==> src/rtl/shared_reg_arbiter.sv <==
// shared_reg_arbiter: round-robin arbiter that serialises four requesters
// onto one shared WIDTH-bit register (IDLE -> GRANT -> ACK sequence).
// Optional feature macro: SHARED_REG_LOCK_EN adds a Lock input. While the
// current owner holds Lock and Req, the block goes from ACK straight back to
// GRANT, so that owner keeps the register for back-to-back writes.
module shared_reg_arbiter #(
   parameter int unsigned WIDTH = 8
) (
   input  logic               Clock,
   input  logic               Resetn,
   input  logic [3:0]         Req,
   input  logic [4*WIDTH-1:0] Data,
`ifdef SHARED_REG_LOCK_EN
   input  logic               Lock,
`endif
   output logic [3:0]         Gnt,
   output logic [3:0]         Ack,
   output logic [1:0]         Owner,
   output logic               Busy,
   output logic [WIDTH-1:0]   Q
);

   typedef enum logic [1:0] {
      IDLE  = 2'd0,
      GRANT = 2'd1,
      ACK   = 2'd2
   } state_e;

   state_e           state_q, state_d;
   logic [1:0]       owner_q, owner_d;
   logic [1:0]       last_q, last_d;
   logic [3:0]       gnt_q, gnt_d;
   logic [3:0]       ack_q, ack_d;
   logic             busy_q, busy_d;
   logic [WIDTH-1:0] reg_q, reg_d;

   logic [1:0]       winner;
   logic [1:0]       idx;
   logic [WIDTH-1:0] owner_data;
   logic             hold_lock;

   // Round-robin pick: the first requester after last_q wins. The loop runs
   // downward so the nearest candidate is the last one assigned.
   always_comb begin
      winner = last_q;
      idx    = '0;
      for (int k = 4; k >= 1; k--) begin
         idx = last_q + 2'(k);
         if (Req[idx]) winner = idx;
      end
   end

   // Select the write word of the current owner.
   always_comb begin
      owner_data = '0;
      for (int j = 0; j < 4; j++) begin
         if (owner_q == 2'(j)) owner_data = Data[j*WIDTH +: WIDTH];
      end
   end

`ifdef SHARED_REG_LOCK_EN
   assign hold_lock = Lock & Req[owner_q];
`else
   assign hold_lock = 1'b0;
`endif

   // Next-state and registered-output logic.
   always_comb begin
      state_d = state_q;
      owner_d = owner_q;
      last_d  = last_q;
      gnt_d   = gnt_q;
      ack_d   = ack_q;
      reg_d   = reg_q;
      case (state_q)
         IDLE: begin
            ack_d = 4'b0000;
            if (Req != 4'b0000) begin
               owner_d = winner;
               gnt_d   = 4'b0001 << winner;
               state_d = GRANT;
            end
         end
         GRANT: begin
            if (Req[owner_q]) begin
               reg_d   = owner_data;
               ack_d   = 4'b0001 << owner_q;
               last_d  = owner_q;
               state_d = ACK;
            end else begin
               // Requester withdrew: no write and Last stays, so the same
               // priority order applies to the next arbitration.
               gnt_d   = 4'b0000;
               state_d = IDLE;
            end
         end
         ACK: begin
            ack_d = 4'b0000;
            if (hold_lock) begin
               state_d = GRANT;
            end else begin
               gnt_d   = 4'b0000;
               state_d = IDLE;
            end
         end
         default: begin
            gnt_d   = 4'b0000;
            ack_d   = 4'b0000;
            state_d = IDLE;
         end
      endcase
      busy_d = (state_d != IDLE);
   end

   // State and output registers; Last resets to 3 so requester 0 leads.
   always_ff @(posedge Clock or negedge Resetn) begin
      if (!Resetn) begin
         state_q <= IDLE;
         owner_q <= 2'd0;
         last_q  <= 2'd3;
         gnt_q   <= 4'b0000;
         ack_q   <= 4'b0000;
         busy_q  <= 1'b0;
         reg_q   <= '0;
      end else begin
         state_q <= state_d;
         owner_q <= owner_d;
         last_q  <= last_d;
         gnt_q   <= gnt_d;
         ack_q   <= ack_d;
         busy_q  <= busy_d;
         reg_q   <= reg_d;
      end
   end

   assign Gnt   = gnt_q;
   assign Ack   = ack_q;
   assign Owner = owner_q;
   assign Busy  = busy_q;
   assign Q     = reg_q;

endmodule

==> config.mk <==
export PLATFORM = sky130hd
export DESIGN_NAME = shared_reg_arbiter
export DESIGN_NICKNAME = d
export VERILOG_FILES = /design/src/rtl/shared_reg_arbiter.sv
export SDC_FILE = /design/constraint.sdc
export NUM_CORES = 1
export LEC_CHECK = 0
export BUFFER_PORTS_ARGS = -buffer_cell sky130_fd_sc_hd__buf_2
export CORE_MARGIN = 10
export CORE_UTILIZATION = 32
export DETAILED_ROUTE_END_ITERATION = 12
export PLACE_DENSITY_LB_ADDON = 0.3
export SLEW_MARGIN = 15
export SYNTH_ARGS = -nofsm -noshare
export SYNTH_HDL_FRONTEND = slang
export SYNTH_SLANG_ARGS = --single-unit
==> constraint.sdc <==
create_clock -name Clock -period 2.26 [get_ports Clock]
set_clock_uncertainty 0.2 [all_clocks]
set_input_delay 0.226 -clock Clock [delete_from_list [all_inputs] [get_ports Clock]]
set_output_delay 0.226 -clock Clock [all_outputs]
set_load 0.01 [all_outputs]
* Word level (Yosys, flattened, before mapping)
Index checks and enable logic that the tools add are counted.
** Storage, ports and cells
- Flip-flop bits (word level) :: 23
- Output and inout port bits :: 19
- Word-level logic and storage cells :: 53
** Operators by class
- $add $sub $neg :: 3
- Magnitude comparators :: 4
- Eq/ne operators :: 7
- Shift-type cells :: 2
- Muxes and demuxes :: 23
- Reduce and logical (&&, ||, !) cells :: 7
** Operator list (count)
- $mux 8 :: 4
- $mux 4 :: 4
- $lt 2x3->1 const B :: 4
- $mux 2 :: 5
- $bmux 1 s2 :: 4
- $pmux 4 s2 :: 1
- $shl 1x2->4 const A :: 2
- $ne 2x2->1 const B :: 3
- $reduce_and 2->1 :: 3
- $add 2x2->2 const B :: 2
- $eq 2x1->1 const B :: 2
- $eq 2x2->1 const B :: 2
- $logic_not 2->1 :: 2
- $mux 1 :: 4
- $pmux 2 s2 :: 1
- $reduce_bool 4->1 :: 1
- $add 2x1->2 const B :: 1
- $reduce_bool 2->1 :: 1

* Depth between registers and ports, before layout
Gate-level depths: netlist of run 1.
- Depth in word-level cells :: 9
- Gate-level depth with buffers :: 6

* Worst setup path after synthesis of run 1
OpenSTA, ideal clock, no wires.
- Path type :: reg2reg
- From :: register owner_q[0] (netlist: Owner[0])
- To :: register reg_q[0] (netlist: Q[0])
- Arrival :: 1.593 ns
- Path slack :: 0.342 ns
- Stages on the path, launching flop included :: 6
- Buffers on the path :: 2
- Period minus slack after synthesis :: 1.918 ns
- Cells stage by stage :: dfrtp_1 -> buf_6 -> mux4_2 -> nand2_2 -> buf_12 -> mux2_4
** Between the ends
- Cells in the longest elaborated chain, start to end :: 5
- Elaborated cells between the ends (all ways) :: 11
- Classes of those cells :: eq/ne (3); mux (6); reduce/logical (2)
** Ends and longest elaborated chain
- from (decl) :: RTL line 30 : logic [1:0] owner_q, owner_d;
- from (signal assigned) :: RTL line 127 : owner_q <= owner_d;
- $logic_not 2->1 :: RTL line 57 : if (owner_q == 2'(j)) owner_data = Data[j*WIDTH +: WIDTH];
- $mux 8 (4 in series) :: RTL line 57
- to (signal assigned) :: RTL line 132 : reg_q <= reg_d;
- to (decl) :: RTL line 35 : logic [WIDTH-1:0] reg_q, reg_d;
Several ways; a longest one is shown, not always the timed one. The select of a mux whose other input is x is not followed.
A chain may end at the register's enable or synchronous reset.

* Worst setup path in the final report of run 1
- From :: register owner_q[0] (netlist: Owner[0])
- To :: register reg_q[3] (netlist: Q[3])
Same word-level chain as after synthesis.

==> flow_summary.json, run 1 <==
{
  "async_reset_ff_share_pct": 100.0,
  "critPathMaxFanout": 12,
  "drive_gt1_share_pct": 52.90,
  "status": "completed",
  "cellPowerDensity_nw_per_um2": 1302,
  "num_antenna_cells": 0,
  "syn_inst": 98,
  "seq_area_frac_synth_pct": 44.64,
  "first_pass_iters": 4,
  "yosys_warnings": 0,
  "routed_wl_mm": 3.524,
  "post_cts_resized": 0,
  "synth.area.top_cells": "dfrtp_1 (41%), mux4_1 (10%), mux2_4 (8.1%), mux4_2 (7.0%), dfstp_2 (4.1%)",
  "regArea_um2": 578.1,
  "finalHoldViolCount": 0,
  "final_area_um2": 1657,
  "die_area_um2": 6991,
  "worst_slew_pin_slew_ps": 513.0,
  "initial_core_util_pct": 32.61,
  "antenna_found_initial": 0,
  "dp_slack_ps": 386.9,
  "detail-route-antenna-nets": 0,
  "synthFlopType": "dfrtp_1",
  "insertion_delay_ps": 260,
  "peakVddDrop_v": 0.0003551,
  "cts.sinks": 23,
  "grt_max_degree": 24,
  "clockBufferDepth": 2,
  "path_class": "flip-flop to flip-flop",
  "routed-via-count": 1024,
  "slew_violations": 0,
  "area_growth_pct": 27.92,
  "critPathLaunchType": "flip-flop",
  "synth_area_um2": 1295,
  "final_nets": 194,
  "htree_num_levels": 1,
  "grt_use_total_pct": 9.998,
  "synth_edf_count": 0,
  "multi_input_area_um2": 653.1,
  "critical_path_arrival_ps": 1840,
  "yosys.area.top_type": "dfrtp_1",
  "post_synth.cell_area_avg_um2": 13.21,
  "synth.most_common_cell": "dfrtp_1",
  "rsz0062_at_grt": "false",
  "yosysTopAreaCellShare_pct": 40.58,
  "grt_overflow_total": 0,
  "die_y_um": 83.62,
  "synth_commonest_cells": "dfrtp_1 (21), a21oi_1 (7), mux2_4 (7), nand2_1 (7)",
  "die_w_um": 83.62,
  "via_per_inst": 4.995,
  "yosysUniqueCellTypes": 31,
  "finalSetupViolCount": 0,
  "drc": 0,
  "fp-row-count": 23,
  "fin_tns_setup_ps": 0,
  "core_um2": 3971,
  "grt_pass1_vias": 1081,
  "p_leak_nw": 0.8238,
  "post_drt_wl_per_cell_um": 17.19,
  "ioPinCount": 57,
  "finalCritPeriodShare_pct": 83.46,
  "grt_first_pass_wirelength_mm": 5.664,
  "cts_tree": "done",
  "cp.required_ps": 2220,
  "r2r_setup_slack_ps": 370,
  "dp_hpwl_mm": 2.828,
  "period_needed_ps": 1886,
  "root_buffer": "clkbuf_8",
  "port_buffers": 56,
  "numCtsBuffers": 3,
  "syn_nets": 136,
  "ys_ff_latch": 23,
  "setup_slack_ps": 373.7,
  "gp_congestion": 0.8412,
  "fillers": 403,
  "drt_iter0_drc": 47,
  "drv_cap": 0,
  "total_power_mw": 2.157,
  "fmax_mhz": 530.2,
  "timing.slew.headroom_pct": 65.80,
  "clk_pin_slew_ps": 80,
  "placed_area_um2": 1600,
  "end_kind": "flip-flop",
  "hold_path.class": "input port to flip-flop"
}
-- cell usage in the layout, fill, tap and decap left out, drive strengths merged --
cell type	synthesis	routed
a32o	3	3
a21oi	7	7
nor2b	1	1
dlygate4sd3	0	1
nand3	1	1
nor3	1	1
nand2b	5	5
o21ai	3	3
mux4	9	9
inv	3	3
nand2	8	8
mux2	11	11
a22o	1	1
o31ai	2	2
nand3b	2	2
a311oi	1	1
a211o	1	1
clkinv	0	1
nor2	5	5
dfrtp	21	21
or2	1	1
buf	5	58
a211oi	1	1
mux2i	2	2
clkbuf	1	3
dfstp	2	2
nor4	1	1
-- area by class of cell --
type	instances	share of cell area, %
clock buffers	3	2.492
clock inverters	1	0.3021
inverters	3	0.6798
multi-input cells	66	39.43
flip-flops and latches	23	34.89
well taps	50	3.776
repair buffers	59	18.43
-- registers in the layout, summed over array words and instances (netlist names) --
name	cells
Owner	2
Gnt	4
last_q	2
Busy	1
state_q	2
Q	8
Ack	4
-- cell families after synthesis --
kind of cell / after synthesis / synth area share (%)
flops: 23 / 44.64
buf+inv: 9 / 4.927
simple gates: 25 / 9.759
mux: 22 / 30.24
compound gates: 19 / 10.43
-- layer usage --
layer  vias to the layer above  GRT usage [%]  wire [µm]
met1                       497          11.01       1466
met3                         5          2.637        198
li1                        483              -          -
met5                         -              0          0
met2                        39          17.35       1801
met4                         0          4.718         58
-- path summary, 6_finish.rpt --
path	start	end	depth (start not counted)
worst min register to register	Gnt[1]$_DFFE_PN0P_	Gnt[1]$_DFFE_PN0P_	2
worst min-delay path	Req[2]	Ack[2]$_DFFE_PN0P_	3
max in group asynchronous	Resetn	last_q[1]$_DFFE_PN1N_	2
worst max register to register	Owner[0]$_DFFE_PN0P_	Q[3]$_DFFE_PN0N_	3
worst max-delay path	Owner[0]$_DFFE_PN0P_	Q[3]$_DFFE_PN0N_	3
min in group asynchronous	Resetn	Q[2]$_DFFE_PN0N_	2
-- critical path, cell delays in order, from the launching register on --
cell     delay (ps)
dfrtp_1         370
mux4_2          530
nand2_2         300
mux2_2          370
-- per-stage QoR --
step                      hold WS (ps)  instances  utilization (%)
after floorplan                 -269.6         98                -
after global placement           21.55        200            40.30
after detailed placement         28.23        200            40.30
after CTS                        82.23        205            41.71
after global routing             89.87        205            41.71
final                            81.73        205            41.71
-- where the power goes --
part	leakage (nW)	internal, mW	switching [mW]
sequential	0.284	0.615	0.119
combinational	0.515	0.597	0.575
clock	0.0255	0.123	0.129
total	0.824	1.33	0.823
-- repair_timing --
action	4_1_cts	5_1_grt
endpoints found under the hold margin	21	0
buffers inserted	0	0
hold buffers	1	0
Note: power is estimated with default switching activity, not from simulation.
==> run 2: changes to the inputs <==
ABC_AREA = 1   (was not set)
clock period = 1.6 ns   (was 2.26 ns; I/O delays follow)
==> run 2 against run 1 <==
  * The run now ends with setup timing left
  * Global-route usage is 1.1 points higher
  * Cell count is 54% higher
  * Total power is 97% higher
  * Worst setup slack worse by 490 ps
  * Die area is 1.2% higher
  * Largest cell class unchanged
  * Non-clock buffer count is 27 higher
==> flow_summary.json, run 2 <==
{
  "grt_overflow_total": 0,
  "clk_pin_slew_ps": 80,
  "initial_core_util_pct": 32.87,
  "placed_area_um2": 1765,
  "violations": "setup timing",
  "synthMuxAreaShare_pct": 0,
  "rsz0062_at_grt": "true",
  "yosysUniqueCellTypes": 20,
  "dp_slack_ps": -76.40,
  "worst_path_largest_cell_delay_ps": 610,
  "timing.rr.start": "last_q[0]$_DFFE_PN1N_",
  "syn_inst": 178,
  "worstReg2RegEnd": "Gnt[2]$_DFFE_PN0P_",
  "synthSimpleGateAreaFrac_pct": 36.16,
  "critPathMaxFanout": 5,
  "setup_slack_ps": -112.6,
  "synthFlopType": "dfrtp_1",
  "status": "finished with violations",
  "die_w_um": 84.11,
  "slew_violations": 0,
  "antenna_found_initial": 0,
  "period_needed_ps": 1713,
  "dp_hpwl_mm": 2.999,
  "layout_commonest_cell": "nand2_1",
  "ioPinCount": 57,
  "synth.most_common_cell": "nand2_1",
  "fp-row-count": 23,
  "r2r_setup_slack_ps": -110,
  "numCtsBuffers": 3,
  "detail-route-antenna-nets": 0,
  "worst_slew_pin_slew_ps": 515.6,
  "grt_max_degree": 24,
  "fillers": 381,
  "finalCritPeriodShare_pct": 107.0,
  "synth.area.top_cells": "dfrtp_1 (40%), nand2_1 (24%), nand3_1 (5.7%), o21ai_2 (5.3%), dfstp_2 (4.0%)",
  "yosysTopAreaCellShare_pct": 39.96,
  "post_drt_wl_per_cell_um": 13.16,
  "cts_tree": "done",
  "via_per_inst": 4.632,
  "end_kind": "flip-flop",
  "gp_congestion": 0.8070,
  "final_nets": 304,
  "synth_area_um2": 1315,
  "postLayoutCoreUtil_pct": 54.86,
  "syn_nets": 216,
  "pwr-share-seq_pct": 25.2,
  "cpMostUsedCell": "nand2_2",
  "cellPowerDensity_nw_per_um2": 1933,
  "synth_top_family_by_area": "simple AND/OR/NAND/NOR gates",
  "final_area_um2": 2195,
  "async_reset_ff_share_pct": 100.0,
  "timing.slew.headroom_pct": 65.63,
  "grt_use_total_pct": 11.08,
  "p_int_mw": 2.271,
  "p_leak_nw": 1.183,
  "port_buffers": 56,
  "path_buf_inv": 1,
  "drc": 0,
  "peakVddDrop_v": 0.0009363,
  "post_synth.cell_area_avg_um2": 7.388,
  "ys_ff_latch": 23,
  "clockPowerShare_pct": 8.3,
  "root_buffer": "clkbuf_8",
  "finalHoldViolCount": 0,
  "min_from": "Data[15]",
  "grt_pass1_vias": 1429,
  "hold_path.class": "input port to flip-flop",
  "core_um2": 4000,
  "insertion_delay_ps": 260,
  "clockBufferDepth": 2,
  "synth_compound_area_share_pct": 13.80,
  "finalSetupViolCount": 9,
  "area_growth_pct": 66.89,
  "min_path_cells": 5,
  "critical_path_arrival_ps": 1720,
  "hold_end": "Q[7]$_DFFE_PN0N_",
  "combPwrFrac_pct": 66.5,
  "synth_edf_count": 0,
  "routed_wl_mm": 4.145,
  "first_pass_iters": 4,
  "crit_chain": "buf_12 -> nand2_2 -> nand2_2 -> nand2_1 -> nand2_1 -> nand2_2 -> nand2_2 -> nand2_4 -> nand2_4 -> nand3_1 -> nand2_1",
  "critPathLaunchType": "flip-flop",
  "startpoint": "last_q[0]$_DFFE_PN1N_",
  "yosys.area.top_type": "dfrtp_1",
  "largest_register_ffs": 8,
  "die_area_um2": 7074,
  "synth_xor_xnor_area_share_pct": 0,
  "path_class": "flip-flop to flip-flop",
  "critPathSlowestCell": "dfstp_2",
  "htree_num_levels": 1,
  "synth_commonest_cells": "nand2_1 (85), dfrtp_1 (21), nand3_1 (15)",
  "seq_area_frac_synth_pct": 43.96,
  "synth_fa_ha_area_share_pct": 0,
  "grt_first_pass_wirelength_mm": 6.665,
  "cpLargestDelayFamily": "simple AND/OR/NAND/NOR gates",
  "yosys_warnings": 0,
  "fmax_mhz": 583.9,
  "mostFrequentLayoutCells": "nand2_1 (57), buf_2 (56), dfrtp_1 (19), nand2_2 (19)",
  "reg2regPathDepth": 11,
  "routed-via-count": 1459,
  "num_antenna_cells": 0,
  "drive_gt1_share_pct": 53.21,
  "die_y_um": 84.11,
  "power_switching_mw": 1.973,
  "cp.required_ps": 1600,
  "drv_cap": 0,
  "switching_share_pct": 46.49,
  "cts.sinks": 23,
  "drt_iter0_drc": 71
}
## run 2: cell count changes after synthesis, sizes merged, moves of 3 or more
| cell | previous run | this run |
|---|---|---|
| nand2 | 8 | 87 |
| nand3 | 1 | 15 |
| inv | 3 | 14 |
| mux2 | 11 | 0 |
| o21ai | 3 | 14 |
| mux4 | 9 | 0 |
| nand2b | 5 | 0 |
| nor2 | 5 | 9 |
| a221oi | 0 | 3 |
| a32o | 3 | 0 |
## run 2: repair_timing
action / CTS / global route
endpoints found under the hold margin: 29 / 0
pin swaps: 9 / 11
hold buffers: 12 / 0
gates cloned: 0 / 2
resized for setup: 13 / 37
setup buffers: 1 / 4
setup endpoints to repair: 6 / 20
## run 2: worst min-delay path: stages
cell	delay [ps]
buf_2	70
nand2_1	40
nand2_1	50
a221oi_1	50
o21ai_2	100
## run 2: power groups by stage
stage	clock network [mW]	logic [mW]	registers [mW]
floorplan	0	1.32	1.10
global placement	0	2.12	1.04
detailed placement	0	2.14	1.04
CTS	0.367	2.28	1.04
global route	0.392	3.13	1.10
finish	0.353	2.82	1.07
## run 2: through the flow
stage	hold WS, ps	instances	total power, mW	TNS, ps
after floorplan	-335.6	178	2.418	0
after global placement	-40.04	292	3.156	-189.2
after detailed placement	-33.27	292	3.178	-298.5
after CTS	33.95	309	3.681	-210.6
after global routing	64.87	315	4.625	-1987
final	43.42	315	4.243	-519.3
## run 2: area by class of cell
cell class	count	area, µm²	share of cell area, %
multi-input combinational	138	835.8	38.08
inverter	14	55.05	2.509
tap	50	62.56	2.851
sequential	23	580.6	26.45
clock buffer	4	45.04	2.052
timing repair buffer	86	615.6	28.05
## run 2: worst max path at each step
| stage | to | cells after the start |
|---|---|---|
| after floorplan | Gnt[2]$_DFFE_PN0P_ | 12 |
| after global placement | Gnt[3]$_DFFE_PN0P_ | 7 |
| after detailed placement | Gnt[0]$_DFFE_PN0P_ | 11 |
| after CTS | Gnt[0]$_DFFE_PN0P_ | 11 |
| after global routing | Gnt[1]$_DFFE_PN0P_ | 10 |
| final | Gnt[2]$_DFFE_PN0P_ | 11 |
## run 2: cell families after synthesis
family	after synthesis
AOI/OAI and AO/OA	25
DFF	23
buffers and inverters	17
and+or+nand+nor	113
## run 2: routing by layer
metal | track usage (%) | wire (µm) | up-vias
met5 | 0 | 0 | -
met4 | 4.110 | 51 | 0
met3 | 1.758 | 108 | 4
met2 | 20.06 | 2287 | 25
met1 | 12.59 | 1698 | 679
li1 | - | - | 751
==> run 3: changes to the inputs <==
clock period = 1.8 ns   (was 1.6 ns; I/O delays follow)
==> run 3 against run 2 <==
  * The flow now finishes without violations
  * Cell count is 3.8% lower
  * Critical path depth is 2 lower
  * Sequential power is 15% lower
  * Sequential share of layout area is 4.2 points higher
  * Maximum frequency is 1.3% lower
  * Wire length is 5.9% lower
  * Via count is 2.7% lower
  * Die area stayed put
  * Critical path type unchanged
  * Largest power group unchanged
==> flow_summary.json, run 3 (synthesis gave the netlist of run 2 again) <==
{
  "critPathSlowestCell": "dfstp_2",
  "worst_slew_pin_slew_ps": 513.2,
  "drt_iter0_drc": 71,
  "period_needed_ps": 1735,
  "drive_gt1_share_pct": 39.92,
  "reg2regPathDepth": 9,
  "cellPowerDensity_nw_per_um2": 1657,
  "cpLargestDelayFamily": "flip-flops",
  "num_antenna_cells": 0,
  "startpoint": "last_q[0]$_DFFE_PN1N_",
  "insertion_delay_ps": 270,
  "cp.required_ps": 1810,
  "root_buffer": "clkbuf_8",
  "grt_overflow_total": 0,
  "die_y_um": 84.11,
  "final_nets": 292,
  "die_area_um2": 7074,
  "cts.sinks": 23,
  "detail-route-antenna-nets": 0,
  "die_w_um": 84.11,
  "finalSetupViolCount": 0,
  "via_per_inst": 4.686,
  "antenna_found_initial": 0,
  "routed-via-count": 1420,
  "core_um2": 4000,
  "post_drt_wl_per_cell_um": 12.87,
  "hold_ws_ps": 3.830,
  "min_path_cells": 3,
  "area_growth_pct": 43.77,
  "cpMostUsedCell": "nand2_1",
  "gp_congestion": 0.7692,
  "grt_pass1_vias": 1451,
  "critPathMaxFanout": 8,
  "cts_tree": "done",
  "grt_max_degree": 24,
  "port_buffers": 56,
  "cp.depth": 9,
  "fmax_mhz": 576.4,
  "fin_tns_setup_ps": 0,
  "grt_use_total_pct": 10.82,
  "critPathLaunchType": "flip-flop",
  "slew_violations": 0,
  "status": "completed",
  "timing.slew.headroom_pct": 65.79,
  "clk_pin_slew_ps": 90,
  "drv_cap": 0,
  "r2r_setup_slack_ps": 70,
  "hold_path.class": "input port to flip-flop",
  "crit_chain": "inv_4 -> nand2_1 -> nand2_1 -> nand2_1 -> nand2_4 -> buf_4 -> o21ai_2 -> nand4_1 -> nand2_1",
  "fp-row-count": 23,
  "rsz0062_at_grt": "true",
  "ioPinCount": 57,
  "largest_register_ffs": 8,
  "clockBufferDepth": 2,
  "numCtsBuffers": 3,
  "mostFrequentLayoutCells": "nand2_1 (82), buf_2 (56), dfrtp_1 (20)",
  "placed_area_um2": 1695,
  "drc": 0,
  "critical_path_arrival_ps": 1740,
  "end_kind": "flip-flop",
  "path_class": "flip-flop to flip-flop",
  "first_pass_iters": 4,
  "htree_num_levels": 1,
  "p_leak_nw": 1.057,
  "finalHoldViolCount": 0,
  "finalCritPeriodShare_pct": 96.38,
  "timing.rr.start": "last_q[0]$_DFFE_PN1N_",
  "postLayoutCoreUtil_pct": 47.26,
  "dp_hpwl_mm": 2.998,
  "routed_wl_mm": 3.899,
  "initial_core_util_pct": 32.87,
  "worst_path_largest_cell_delay_ps": 620,
  "layout_commonest_cell": "nand2_1",
  "grt_first_pass_wirelength_mm": 6.513,
  "final_area_um2": 1891,
  "peakVddDrop_v": 0.0008145,
  "min_from": "Data[16]",
  "path_buf_inv": 2
}
## run 3: cell types whose count changed in the layout (fill, tap and decap cells not counted), sizes merged
cell / change
buf: -8
dlygate4sd3: -2
clkinv: +1
clkbuf: -3
## run 3: path summary, 6_finish.rpt
path,endpoint
worst max-delay path,Gnt[3]$_DFFE_PN0P_
worst min-delay path,Q[0]$_DFFE_PN0N_
worst max register to register,Gnt[3]$_DFFE_PN0P_
worst min register to register,Q[5]$_DFFE_PN0N_
max in group asynchronous,Owner[0]$_DFFE_PN0P_
min in group asynchronous,Gnt[3]$_DFFE_PN0P_
## run 3: per-layer routing
layer  track usage [%]  share of wire, %
met5                 0                 0
met4             5.023               3.2
met3             2.051               2.6
met2             19.23                52
met1             12.03                42
## run 3: tightest hold or removal path, stage by stage
cell and delay, ps:
buf_2 80, a221oi_1 60, o21ai_1 120
## run 3: area by class of cell
type	instances	area (µm²)
clock buffers	3	41.29
well taps	50	62.56
repair buffers	74	452.9
flip-flops and latches	23	579.3
inverters	14	55.05
fillers	407	2110
clock inverters	1	5.005
multi-input cells	138	694.4
## run 3: power by group
part	total, mW	switching, mW	internal (mW)
Combinational	1.89	1.15	0.745
Clock	0.330	0.175	0.155
Sequential	0.911	0.169	0.742
## run 3: through the flow
stage | instances | setup WS, ps | power, mW
floorplan | 178 | 121.4 | 2.106
global placement | 288 | 123.9 | 2.673
detailed placement | 288 | 81.53 | 2.690
CTS | 302 | 63.83 | 3.041
global route | 303 | -34.89 | 3.444
finish | 303 | 65.18 | 3.133
## run 3: what timing repair did
item,4_1_cts,5_1_grt
hold endpoints to repair,28,0
resized for setup,0,11
setup endpoints to repair,0,5
setup buffers,0,1
hold buffers,10,0
